$ cat src/rtl/apb_bcd_pkg.sv
// Shared types and helpers for the APB BCD subtractor master: FSM states, transfer steps,
// response codes and the packed-BCD digit check.
package apb_bcd_pkg;

  typedef enum logic [2:0] {
    IDLE,
    CHECK,
    SETUP,
    ACCESS,
    GAP,
    SETTLE,
    RESP
  } state_t;

  typedef enum logic [1:0] {
    WR_A,
    WR_B,
    WR_CTRL,
    RD_RES
  } step_t;

  localparam logic [1:0] RSP_OK      = 2'b00;
  localparam logic [1:0] RSP_BADBCD  = 2'b01;
  localparam logic [1:0] RSP_TIMEOUT = 2'b10;

  // True when all three nibbles of a packed-BCD value are decimal digits.
  function automatic logic is_bcd12(input logic [11:0] v);
    return (v[3:0] <= 4'd9) && (v[7:4] <= 4'd9) && (v[11:8] <= 4'd9);
  endfunction

endpackage

$ cat src/rtl/apb_xfer.sv
// Single APB transfer engine: SETUP, ACCESS (with PREADY timeout) and a mandatory GAP cycle.
// Handshake: start is honoured in IDLE or GAP; done is high for the GAP cycle; timeout is high
// in the last ACCESS cycle that expires, and the bus drops at the following edge.
module apb_xfer
  import apb_bcd_pkg::*;
#(
  parameter int TIMEOUT = 16
) (
  input  logic        PCLK,
  input  logic        PRESET,
  input  logic        start,
  input  logic        start_wr,
  input  logic [31:0] start_addr,
  input  logic [31:0] start_wdata,
  output logic        done,
  output logic        timeout,
  output logic [11:0] rdata,
  output logic        PSEL,
  output logic        PENABLE,
  output logic        PWRITE,
  output logic [31:0] PADDR,
  output logic [31:0] PWDATA,
  input  logic [31:0] PRDATA,
  input  logic        PREADY
);

  localparam int TW = $clog2(TIMEOUT + 1);
  localparam logic [TW-1:0] TMAX = TW'(TIMEOUT - 1);

  state_t        state;
  logic [TW-1:0] tcnt;
  logic          unused_prdata_hi;

  assign unused_prdata_hi = ^PRDATA[31:12];

  assign done    = (state == GAP);
  assign timeout = (state == ACCESS) && !PREADY && (tcnt == TMAX);

  always_ff @(posedge PCLK) begin
    if (PRESET) begin
      state   <= IDLE;
      tcnt    <= '0;
      rdata   <= '0;
      PSEL    <= 1'b0;
      PENABLE <= 1'b0;
      PWRITE  <= 1'b0;
      PADDR   <= '0;
      PWDATA  <= '0;
    end else begin
      case (state)
        IDLE, GAP: begin
          if (start) begin
            state  <= SETUP;
            PSEL   <= 1'b1;
            PWRITE <= start_wr;
            PADDR  <= start_addr;
            PWDATA <= start_wdata;
          end else begin
            state <= IDLE;
          end
        end
        SETUP: begin
          state   <= ACCESS;
          PENABLE <= 1'b1;
          tcnt    <= '0;
        end
        ACCESS: begin
          // PREADY is only meaningful here; the GAP that follows masks a lingering PREADY.
          if (PREADY) begin
            state   <= GAP;
            PSEL    <= 1'b0;
            PENABLE <= 1'b0;
            if (!PWRITE) rdata <= PRDATA[11:0];
          end else if (tcnt == TMAX) begin
            state   <= IDLE;
            PSEL    <= 1'b0;
            PENABLE <= 1'b0;
          end else begin
            tcnt <= tcnt + 1'b1;
          end
        end
        default: state <= IDLE;
      endcase
    end
  end

endmodule

$ cat src/rtl/apb_bcd_master.sv
// APB master that sequences write A, write B, write control, settle and read result against the
// BCD subtractor slave, returning the BCD difference or an error code.
module apb_bcd_master
  import apb_bcd_pkg::*;
#(
  parameter logic [31:0] CTRL_ADDR     = 32'h0,
  parameter logic [31:0] OPA_ADDR      = 32'h4,
  parameter logic [31:0] OPB_ADDR      = 32'h8,
  parameter logic [31:0] RES_ADDR      = 32'hC,
  parameter int          SETTLE_CYCLES = 2,
  parameter int          TIMEOUT       = 16
) (
  input  logic        PCLK,
  input  logic        PRESET,
  input  logic        req_valid,
  output logic        req_ready,
  input  logic [11:0] req_a,
  input  logic [11:0] req_b,
  output logic        rsp_valid,
  input  logic        rsp_ready,
  output logic [11:0] rsp_data,
  output logic [1:0]  rsp_code,
  output logic        PSEL,
  output logic        PENABLE,
  output logic        PWRITE,
  output logic [31:0] PADDR,
  output logic [31:0] PWDATA,
  input  logic [31:0] PRDATA,
  input  logic        PREADY
);

  localparam int SW = $clog2(SETTLE_CYCLES + 1);
  localparam logic [SW-1:0] SMAX = SW'(SETTLE_CYCLES - 1);

  // Valid/ready: a beat moves on the edge where both are high. req_ready is high only in IDLE;
  // rsp_valid, rsp_data and rsp_code hold until rsp_ready is sampled high in RESP.

  // SETUP here means "a transfer is in flight in apb_xfer"; ACCESS and GAP live in the engine.
  state_t        state;
  step_t         step;
  step_t         start_step;
  logic [11:0]   a_q;
  logic [11:0]   b_q;
  logic [SW-1:0] settle_cnt;
  logic          bcd_ok;
  logic          start;
  logic          start_wr;
  logic [31:0]   start_addr;
  logic [31:0]   start_wdata;
  logic          xfer_done;
  logic          xfer_timeout;
  logic [11:0]   xfer_rdata;

  assign bcd_ok = is_bcd12(a_q) && is_bcd12(b_q);

  // The next transfer is launched in the same cycle the previous one sits in GAP.
  always_comb begin
    start      = 1'b0;
    start_step = WR_A;
    case (state)
      CHECK: start = bcd_ok;
      SETUP: begin
        if (xfer_done && (step == WR_A || step == WR_B)) begin
          start      = 1'b1;
          start_step = (step == WR_A) ? WR_B : WR_CTRL;
        end
      end
      SETTLE: begin
        if (settle_cnt == SMAX) begin
          start      = 1'b1;
          start_step = RD_RES;
        end
      end
      default: ;
    endcase
  end

  always_comb begin
    start_wr    = 1'b1;
    start_addr  = OPA_ADDR;
    start_wdata = {20'b0, a_q};
    case (start_step)
      WR_B: begin
        start_addr  = OPB_ADDR;
        start_wdata = {20'b0, b_q};
      end
      WR_CTRL: begin
        start_addr  = CTRL_ADDR;
        start_wdata = 32'h1;
      end
      RD_RES: begin
        start_wr    = 1'b0;
        start_addr  = RES_ADDR;
        start_wdata = 32'h0;
      end
      default: ;
    endcase
  end

  always_ff @(posedge PCLK) begin
    if (PRESET) begin
      state      <= IDLE;
      step       <= WR_A;
      a_q        <= '0;
      b_q        <= '0;
      settle_cnt <= '0;
      req_ready  <= 1'b1;
      rsp_valid  <= 1'b0;
      rsp_data   <= '0;
      rsp_code   <= RSP_OK;
    end else begin
      case (state)
        IDLE: begin
          if (req_valid && req_ready) begin
            a_q       <= req_a;
            b_q       <= req_b;
            req_ready <= 1'b0;
            state     <= CHECK;
          end
        end
        CHECK: begin
          if (bcd_ok) begin
            step  <= WR_A;
            state <= SETUP;
          end else begin
            rsp_valid <= 1'b1;
            rsp_data  <= '0;
            rsp_code  <= RSP_BADBCD;
            state     <= RESP;
          end
        end
        SETUP: begin
          if (xfer_timeout) begin
            rsp_valid <= 1'b1;
            rsp_data  <= '0;
            rsp_code  <= RSP_TIMEOUT;
            state     <= RESP;
          end else if (xfer_done) begin
            case (step)
              WR_A: step <= WR_B;
              WR_B: step <= WR_CTRL;
              WR_CTRL: begin
                settle_cnt <= '0;
                state      <= SETTLE;
              end
              RD_RES: begin
                rsp_valid <= 1'b1;
                rsp_data  <= xfer_rdata;
                rsp_code  <= RSP_OK;
                state     <= RESP;
              end
              default: state <= IDLE;
            endcase
          end
        end
        SETTLE: begin
          if (settle_cnt == SMAX) begin
            step  <= RD_RES;
            state <= SETUP;
          end else begin
            settle_cnt <= settle_cnt + 1'b1;
          end
        end
        RESP: begin
          if (rsp_ready) begin
            rsp_valid <= 1'b0;
            req_ready <= 1'b1;
            state     <= IDLE;
          end
        end
        default: state <= IDLE;
      endcase
    end
  end

  apb_xfer #(
    .TIMEOUT(TIMEOUT)
  ) u_xfer (
    .PCLK       (PCLK),
    .PRESET     (PRESET),
    .start      (start),
    .start_wr   (start_wr),
    .start_addr (start_addr),
    .start_wdata(start_wdata),
    .done       (xfer_done),
    .timeout    (xfer_timeout),
    .rdata      (xfer_rdata),
    .PSEL       (PSEL),
    .PENABLE    (PENABLE),
    .PWRITE     (PWRITE),
    .PADDR      (PADDR),
    .PWDATA     (PWDATA),
    .PRDATA     (PRDATA),
    .PREADY     (PREADY)
  );

endmodule
$ cat config.mk
export PLATFORM = sky130hd
export DESIGN_NAME = apb_bcd_master
export DESIGN_NICKNAME = d
export VERILOG_FILES = /design/src/rtl/apb_bcd_pkg.sv /design/src/rtl/apb_xfer.sv /design/src/rtl/apb_bcd_master.sv
export SDC_FILE = /design/constraint.sdc
export NUM_CORES = 1
export LEC_CHECK = 0
export BUFFER_PORTS_ARGS = -buffer_cell sky130_fd_sc_hd__buf_2
export CORE_ASPECT_RATIO = 0.8
export CORE_MARGIN = 5
export CORE_UTILIZATION = 54
export DETAILED_ROUTE_END_ITERATION = 16
export PLACE_DENSITY = 0.9
export SETUP_SLACK_MARGIN = 0.3
export SLEW_MARGIN = 20
export SYNTH_ARGS = -nofsm -noshare
export SYNTH_HDL_FRONTEND = slang
export SYNTH_SLANG_ARGS = --single-unit
$ cat constraint.sdc
create_clock -name PCLK -period 3.9 [get_ports PCLK]
set_input_delay 0.78 -clock PCLK [delete_from_list [all_inputs] [get_ports PCLK]]
set_output_delay 0.78 -clock PCLK [all_outputs]
set_load 0.005 [all_outputs]
# ---- After elaboration in Yosys (flattened, before gate mapping)
# Cells that the tools add are included.
dict set report classes {
  bitwise_logic 1
  n_eq_ne 32
  magnitude_cmp 6
  n_reduce_logical 34
  muxes 60
  n_addsub 2
}
# operator count
set op_table {}
lappend op_table {{12-bit 2-to-1 mux} 4}
lappend op_table {{12-bit one-hot mux with 3 select lines} 1}
lappend op_table {{2-bit 2-to-1 mux} 16}
lappend op_table {{4-bit <= comparator (second input constant)} 6}
lappend op_table {{3-bit 2-to-1 mux} 8}
lappend op_table {{12-bit one-hot mux with 2 select lines} 1}
lappend op_table {{2-bit != test (second input constant)} 11}
lappend op_table {{2-bit one-hot mux with 2 select lines} 4}
lappend op_table {{3-bit one-hot mux with 5 select lines} 1}
lappend op_table {{5-bit AND reduction} 3}
lappend op_table {{1-bit 2-to-1 mux} 13}
lappend op_table {{4-bit one-hot mux with 3 select lines} 1}
lappend op_table {{3-bit AND reduction} 4}
lappend op_table {{5-bit 2-to-1 mux} 2}
lappend op_table {{5-bit one-hot mux with 2 select lines} 1}
lappend op_table {{2-bit nonzero test} 5}
lappend op_table {{3-bit by 2-bit == test with 1-bit output (second input constant)} 3}
lappend op_table {{3-bit == test (second input constant)} 3}
lappend op_table {{1-bit logical AND} 9}
lappend op_table {{3-bit one-hot mux with 3 select lines} 1}
lappend op_table {{2-bit == test (second input constant)} 4}
lappend op_table {{2-bit by 1-bit == test with 1-bit output (second input constant)} 3}
lappend op_table {{3-bit logical NOT} 2}
lappend op_table {{3-bit != test (second input constant)} 2}
lappend op_table {{21 further kinds} 27}
dict set report word_totals {
  out_inout_bits 83
  reg_bits 134
  input_bits 61
  word_cells 152
}

# ---- Depth between registers and ports, before layout
dict set report logic_depth {
  word_depth 7
  mapped_depth 12
  depth_no_buf 11
}

# ---- By module
# A second synthesis with hierarchy kept.
dict set report hier_totals {
  cells_unflattened 659
  hier_area_um2 5509.0
}
# module instances cells_per_inst area_per_inst_um2 seq_area_each_um2
set by_module_without_submodules {}
lappend by_module_without_submodules {apb_xfer 1 391 3179.3 1741.7}
lappend by_module_without_submodules {apb_bcd_master 1 268 2329.7 940.9}

# ---- Worst setup path after synthesis
# Ideal clock, no wire load.
dict set report synth_timing {
  path_type {register to register}
  start {register state[0]}
  end {register u_xfer.PWDATA[1]}
  path_slack_ps 1544
  required_ps 3813
  stages_incl_launch_ff 13
  arrival_ps 2270
  cell_sequence {dfxtp_1 > buf_2 > or3b_1 > buf_6 > nor3_1 > a21oi_1 > inv_1 > ha_1 > clkbuf_1 > nand2_1 > nor2_1 > a21oi_1 > a211oi_1}
}
dict set report synth_between {
  elab_chain_len 4
  elab_cells_between_ends 10
  classes_between {eq/ne (6); mux (3); reduce/logical (1)}
}
# item line
set synth_lines {}
lappend synth_lines {{from (decl)} apb_bcd_master.sv:39} ;# state_t state;
lappend synth_lines {{from (signal assigned)} apb_bcd_master.sv:102} ;# state <= IDLE;
lappend synth_lines {{from (signal assigned)} apb_bcd_master.sv:118} ;# state <= CHECK;
lappend synth_lines {{from (signal assigned)} apb_bcd_master.sv:124} ;# state <= SETUP;
lappend synth_lines {{3-bit == test / 3-bit by 2-bit == test with 1-bit output (equally long branches)} apb_bcd_master.sv:60} ;# case (state)
lappend synth_lines {{2-bit one-hot mux with 2 select lines} apb_bcd_master.sv:60}
lappend synth_lines {{2-bit == test / 2-bit by 1-bit == test with 1-bit output (equally long branches)} apb_bcd_master.sv:82} ;# case (start_step)
lappend synth_lines {{12-bit one-hot mux with 3 select lines} apb_bcd_master.sv:82}
lappend synth_lines {{to (signal assigned)} apb_xfer.sv:57} ;# PWDATA <= start_wdata;
lappend synth_lines {{to (decl)} apb_xfer.sv:22} ;# output logic [31:0] PWDATA,
# Several ways; a longest one is shown, not always the timed one.
# A chain may end at the register's enable or synchronous reset.

# ---- Worst setup path after layout
dict set report layout_timing {
  start {register state[2]}
  end {register u_xfer.PWDATA[8]}
}
# The elaborated chain is that of the path after synthesis.

==> report_table.html <==
<table>
<tr><th>Metric</th><th>Value</th></tr>
<tr><th colspan="2">Synthesis</th></tr>
<tr><td>Mapped Cells</td><td>459</td></tr>
<tr><td>Number of enable-type register cells in the synthesized netlist</td><td>0</td></tr>
<tr><td>Mapped Area</td><td>0.00409 sq mm</td></tr>
<tr><td>Top cell type by total area after synthesis</td><td>dfxtp_1</td></tr>
<tr><td>Flip-flop and latch count after synthesis</td><td>84</td></tr>
<tr><td>Library cells used by synthesis</td><td>57</td></tr>
<tr><td>Post-synth top flop</td><td>dfxtp_1</td></tr>
<tr><td>Number of synthesis warnings</td><td>0</td></tr>
<tr><td>Post-synth top area share</td><td>41.1%</td></tr>
<tr><td>Most area-consuming cells after synthesis</td><td>dfxtp_1, buf_4, mux2i_1</td></tr>
<tr><td>Proportion of synthesized flip-flops having asynchronous set or reset</td><td>0%</td></tr>
<tr><td>Proportion of synthesized chip area in sequential cells</td><td>about two fifths</td></tr>
<tr><td>Average cell area after synthesis</td><td>just under 9 sq um</td></tr>
<tr><th colspan="2">STA</th></tr>
<tr><td>Worst rel slew slack</td><td>a little over two fifths</td></tr>
<tr><td>Fin crit share</td><td>73.6%</td></tr>
<tr><td>Hold violation total from the final report</td><td>0</td></tr>
<tr><td>Highest clock rate</td><td>348 MHz</td></tr>
<tr><td>Unrepaired setup endpoints after global routing</td><td>no</td></tr>
<tr><td>Minimum clock period</td><td>2870 ps</td></tr>
<tr><td>Final total negative setup slack</td><td>0 ps</td></tr>
<tr><td>Final setup violation count</td><td>0</td></tr>
<tr><td>Max Slew Vio Count</td><td>0</td></tr>
<tr><td>Worst Tran Pin Value</td><td>864 ps</td></tr>
<tr><td>Final Hold Slack</td><td>between 400 and 500 ps</td></tr>
<tr><td>Worst clock skew</td><td>12.7 ps</td></tr>
<tr><th colspan="2">Global routing</th></tr>
<tr><td>Antenna violations before repair</td><td>0</td></tr>
<tr><td>Number of global-route vias before repair</td><td>around 3000</td></tr>
<tr><td>Wire length of the first global-routing pass</td><td>14.7 mm</td></tr>
<tr><td>Global-route congestion overflow total</td><td>0</td></tr>
<tr><td>Total routing usage reported by global routing</td><td>around a fifth</td></tr>
<tr><td>Pin count of the biggest net entering global routing</td><td>88</td></tr>
<tr><th colspan="2">Pwr</th></tr>
<tr><td>Sw power</td><td>0.844 mW</td></tr>
<tr><td>Leakage Power</td><td>1.83 nW</td></tr>
<tr><td>VDD IR max</td><td>0.285 mV</td></tr>
<tr><td>Power density over the cells</td><td>between 500 and 600 mW/mm^2</td></tr>
<tr><td>Internal Pwr Total</td><td>about 1.5 mW</td></tr>
<tr><td>Share of power burned in combinational logic</td><td>between 20% and 30%</td></tr>
<tr><td>Clock share of power</td><td>26.1%</td></tr>
<tr><td>Part of the total power dissipated in sequential elements</td><td>44.9%</td></tr>
<tr><td>Net Sw Frac</td><td>35.3%</td></tr>
<tr><th colspan="2">Detailed routing</th></tr>
<tr><td>Residual antenna-violating net count after detailed routing</td><td>0</td></tr>
<tr><td>DR iter-0 viols</td><td>just under 300</td></tr>
<tr><td>Via/cell ratio</td><td>approximately 5.3</td></tr>
<tr><td>Vias</td><td>3309</td></tr>
<tr><td>Remaining DRCs</td><td>0</td></tr>
<tr><td>Wire per inst</td><td>between 10 and 15 um</td></tr>
<tr><td>First-pass DRT Iterations</td><td>5</td></tr>
<tr><td>Detailed-route wire length</td><td>9.34 mm</td></tr>
<tr><th colspan="2">Floorplanning</th></tr>
<tr><td>Die Span Y</td><td>87.8 um</td></tr>
<tr><td>Area enclosed by the die boundary</td><td>0.00943 sq mm</td></tr>
<tr><td>Starting density of the core</td><td>between 50% and 60%</td></tr>
<tr><td>X dimension of the die</td><td>107 um</td></tr>
<tr><td>Core ar.</td><td>0.00739 sq mm</td></tr>
<tr><td>Top-Level Pins</td><td>144</td></tr>
<tr><td>Number of placement rows</td><td>28</td></tr>
<tr><th colspan="2">Placed design</th></tr>
<tr><td>Placer's final routability congestion estimate</td><td>around 0.83</td></tr>
<tr><td>Detailed placement HPWL</td><td>6.53 mm</td></tr>
<tr><td>Total placed cells including tap cells</td><td>613</td></tr>
<tr><td>Number of I/O port buffers</td><td>73</td></tr>
<tr><th colspan="2">Clock network</th></tr>
<tr><td>CTS tree</td><td>done</td></tr>
<tr><td>Post CTS Setup Buffer Count</td><td>0</td></tr>
<tr><td>Number of sinks driven by the clock tree</td><td>84</td></tr>
<tr><td>Count of hold buffers inserted by post-cts repair</td><td>0</td></tr>
<tr><td>Cts repair resizes</td><td>0</td></tr>
<tr><td>Buffer depth of the longest clock path</td><td>2</td></tr>
<tr><td>Master cell of the clock root buffer</td><td>clkbuf_8</td></tr>
<tr><td>Clock H-tree levels</td><td>3</td></tr>
<tr><td>Clock latency reported for the late side of the worst-skew pair</td><td>360 ps</td></tr>
<tr><td>Clock transition at the registers of the reported paths</td><td>90 ps</td></tr>
<tr><td>TritonCTS Buffers</td><td>9</td></tr>
<tr><th colspan="2">Critical path</th></tr>
<tr><td>Largest fanout on the critical path</td><td>23</td></tr>
<tr><td>R2R cell count</td><td>7</td></tr>
<tr><td>Worst setup path start</td><td>state[2]</td></tr>
<tr><td>Worst EP arrival</td><td>slightly above 3000 ps</td></tr>
<tr><td>Endpoint kind of the worst setup timing path</td><td>flop</td></tr>
<tr><td>Startpoint of the worst register-to-register path</td><td>state[2]</td></tr>
<tr><td>Reg2reg setup slack</td><td>1030 ps</td></tr>
<tr><td>Terminus of the critical flop-to-flop path</td><td>u_xfer.PWDATA[8]</td></tr>
<tr><td>WS Path Type</td><td>reg2reg</td></tr>
<tr><td>Worst setup endpoint</td><td>u_xfer.PWDATA[8]</td></tr>
<tr><td>Required time of the worst setup path</td><td>roughly 4100 ps</td></tr>
<tr><td>Type of origin of the critical path</td><td>flop</td></tr>
<tr><th colspan="2">Finish</th></tr>
<tr><td>Growth of design area from synthesis to finish</td><td>9.57%</td></tr>
<tr><td>Most used cells in the layout excluding fill and tap cells</td><td>dfxtp_1, buf_2, nor2_1</td></tr>
<tr><td># diodes</td><td>0</td></tr>
<tr><td>Most frequent standard cell in the layout excluding fill and tap cells</td><td>dfxtp_1</td></tr>
<tr><td>Core occupancy in the finished layout</td><td>60.6%</td></tr>
<tr><td>Number of cells in the finished layout apart from fillers</td><td>629</td></tr>
<tr><td>Fraction of layout instances using a drive strength above 1</td><td>between 20% and 30%</td></tr>
<tr><td>Total Nets Final</td><td>about 600</td></tr>
<tr><th colspan="2">Min path</th></tr>
<tr><td>Worst hold path class</td><td>reg2reg</td></tr>
<tr><th colspan="2">Run status</th></tr>
<tr><td>Outcome</td><td>finished, final reports clean</td></tr>
<tr><th colspan="2">Run</th></tr>
<tr><td>Maxcap violations</td><td>0</td></tr>
</table>
==> critical path, stage by stage, from the launching register on <==
cell and delay, ps:
dfxtp_1 610, or3b_1 400, nor3_1 140, a21oi_1 360, ha_1 710, nor2_1 160
a21oi_1 220, a211oi_2 110
==> cells in the mapped netlist, types with 6 or more instances <==
master / number
a21oi_1: 35
a211oi_1: 6
nand2_1: 23
clkbuf_1: 16
nor2_1: 62
inv_1: 9
mux2i_1: 37
buf_4: 52
o21ai_0: 24
dfxtp_1: 84
ha_1: 6
nand2b_1: 15
nand3_1: 15
a211oi_2: 8
==> registers in the layout (all words and copies together) (netlist names) <==
| register | count |
|---|---|
| settle_cnt | 2 |
| u_xfer.PWRITE | 1 |
| b_q | 12 |
| u_xfer.PSEL | 1 |
| rsp_valid | 1 |
| req_ready | 1 |
| rsp_code | 2 |
| u_xfer.PWDATA | 12 |
| u_xfer.PADDR | 2 |
| u_xfer.tcnt | 5 |
| step | 2 |
| u_xfer.PENABLE | 1 |
| rsp_data | 12 |
| a_q | 12 |
| state | 3 |
| u_xfer.state | 3 |
| u_xfer.rdata | 12 |
==> power groups by stage <==
stage	Combinational (mW)	Sequential [mW]	Clock, mW
after floorplan	0.600	1.05	0
after global placement	0.651	1.08	0
after detailed placement	0.681	1.09	0
after CTS	0.686	1.07	0.635
after global routing	0.753	1.09	0.672
final	0.694	1.07	0.625
==> per-layer routing <==
| metal | vias up | global-route usage [%] | part of all wire (%) |
|---|---|---|---|
| li1 | 1601 | - | - |
| met1 | 1535 | 24.8 | 42 |
| met2 | 151 | 32.1 | 47 |
| met3 | 22 | 6.26 | 8.7 |
| met4 | 0 | 5.92 | 1.8 |
| met5 | - | 0 | 0 |
==> cells by family (layout without fill, tap and decap cells) <==
logic type      Yosys count  in the layout  share of synthesized area (%)
simple gates            141            141                           16.4
compound gates          102            102                           17.5
buf+inv                  86            102                           13.6
flops                    84             84                           41.1
mux                      37             37                           9.05
fa+ha+maj                 6              6                           1.84
xor+xnor                  2              2                          0.428
other cells               1             50                         0.0917
==> area by class of cell <==
class                           instances  area, sq um
Clock buffer                           10          128
Clock inverter                          6         70.1
Fill cell                             620         2910
Inverter                               10         37.5
Multi-Input combinational cell        338         2050
Sequential cell                        84         1680
Tap cell                              105          131
Timing Repair Buffer                   76          388
==> worst min-delay path by stage <==
stage / from / to / slack [ps] / cells past startpoint
floorplan: settle_cnt[1] / settle_cnt[1] / 430 / 2
global placement: settle_cnt[1] / settle_cnt[1] / 440 / 2
detailed placement: settle_cnt[1] / settle_cnt[1] / 450 / 2
CTS: settle_cnt[1] / settle_cnt[1] / 460 / 2
global route: u_xfer.rdata[0] / rsp_data[0] / 510 / 2
finish: settle_cnt[1] / settle_cnt[1] / 470 / 2
==> through the flow <==
| stage | setup slack [ps] | total power, mW | area [sq um] |
|---|---|---|---|
| final | 1030 | 2.39 | 4480 |
| after global routing | 754 | 2.51 | 4480 |
| after CTS | 1120 | 2.39 | 4480 |
| after detailed placement | 1170 | 1.77 | 4280 |
| after global placement | 1260 | 1.73 | 4280 |
| after floorplan | 1540 | 1.65 | 4270 |
Power figures use the tool's default switching activity.
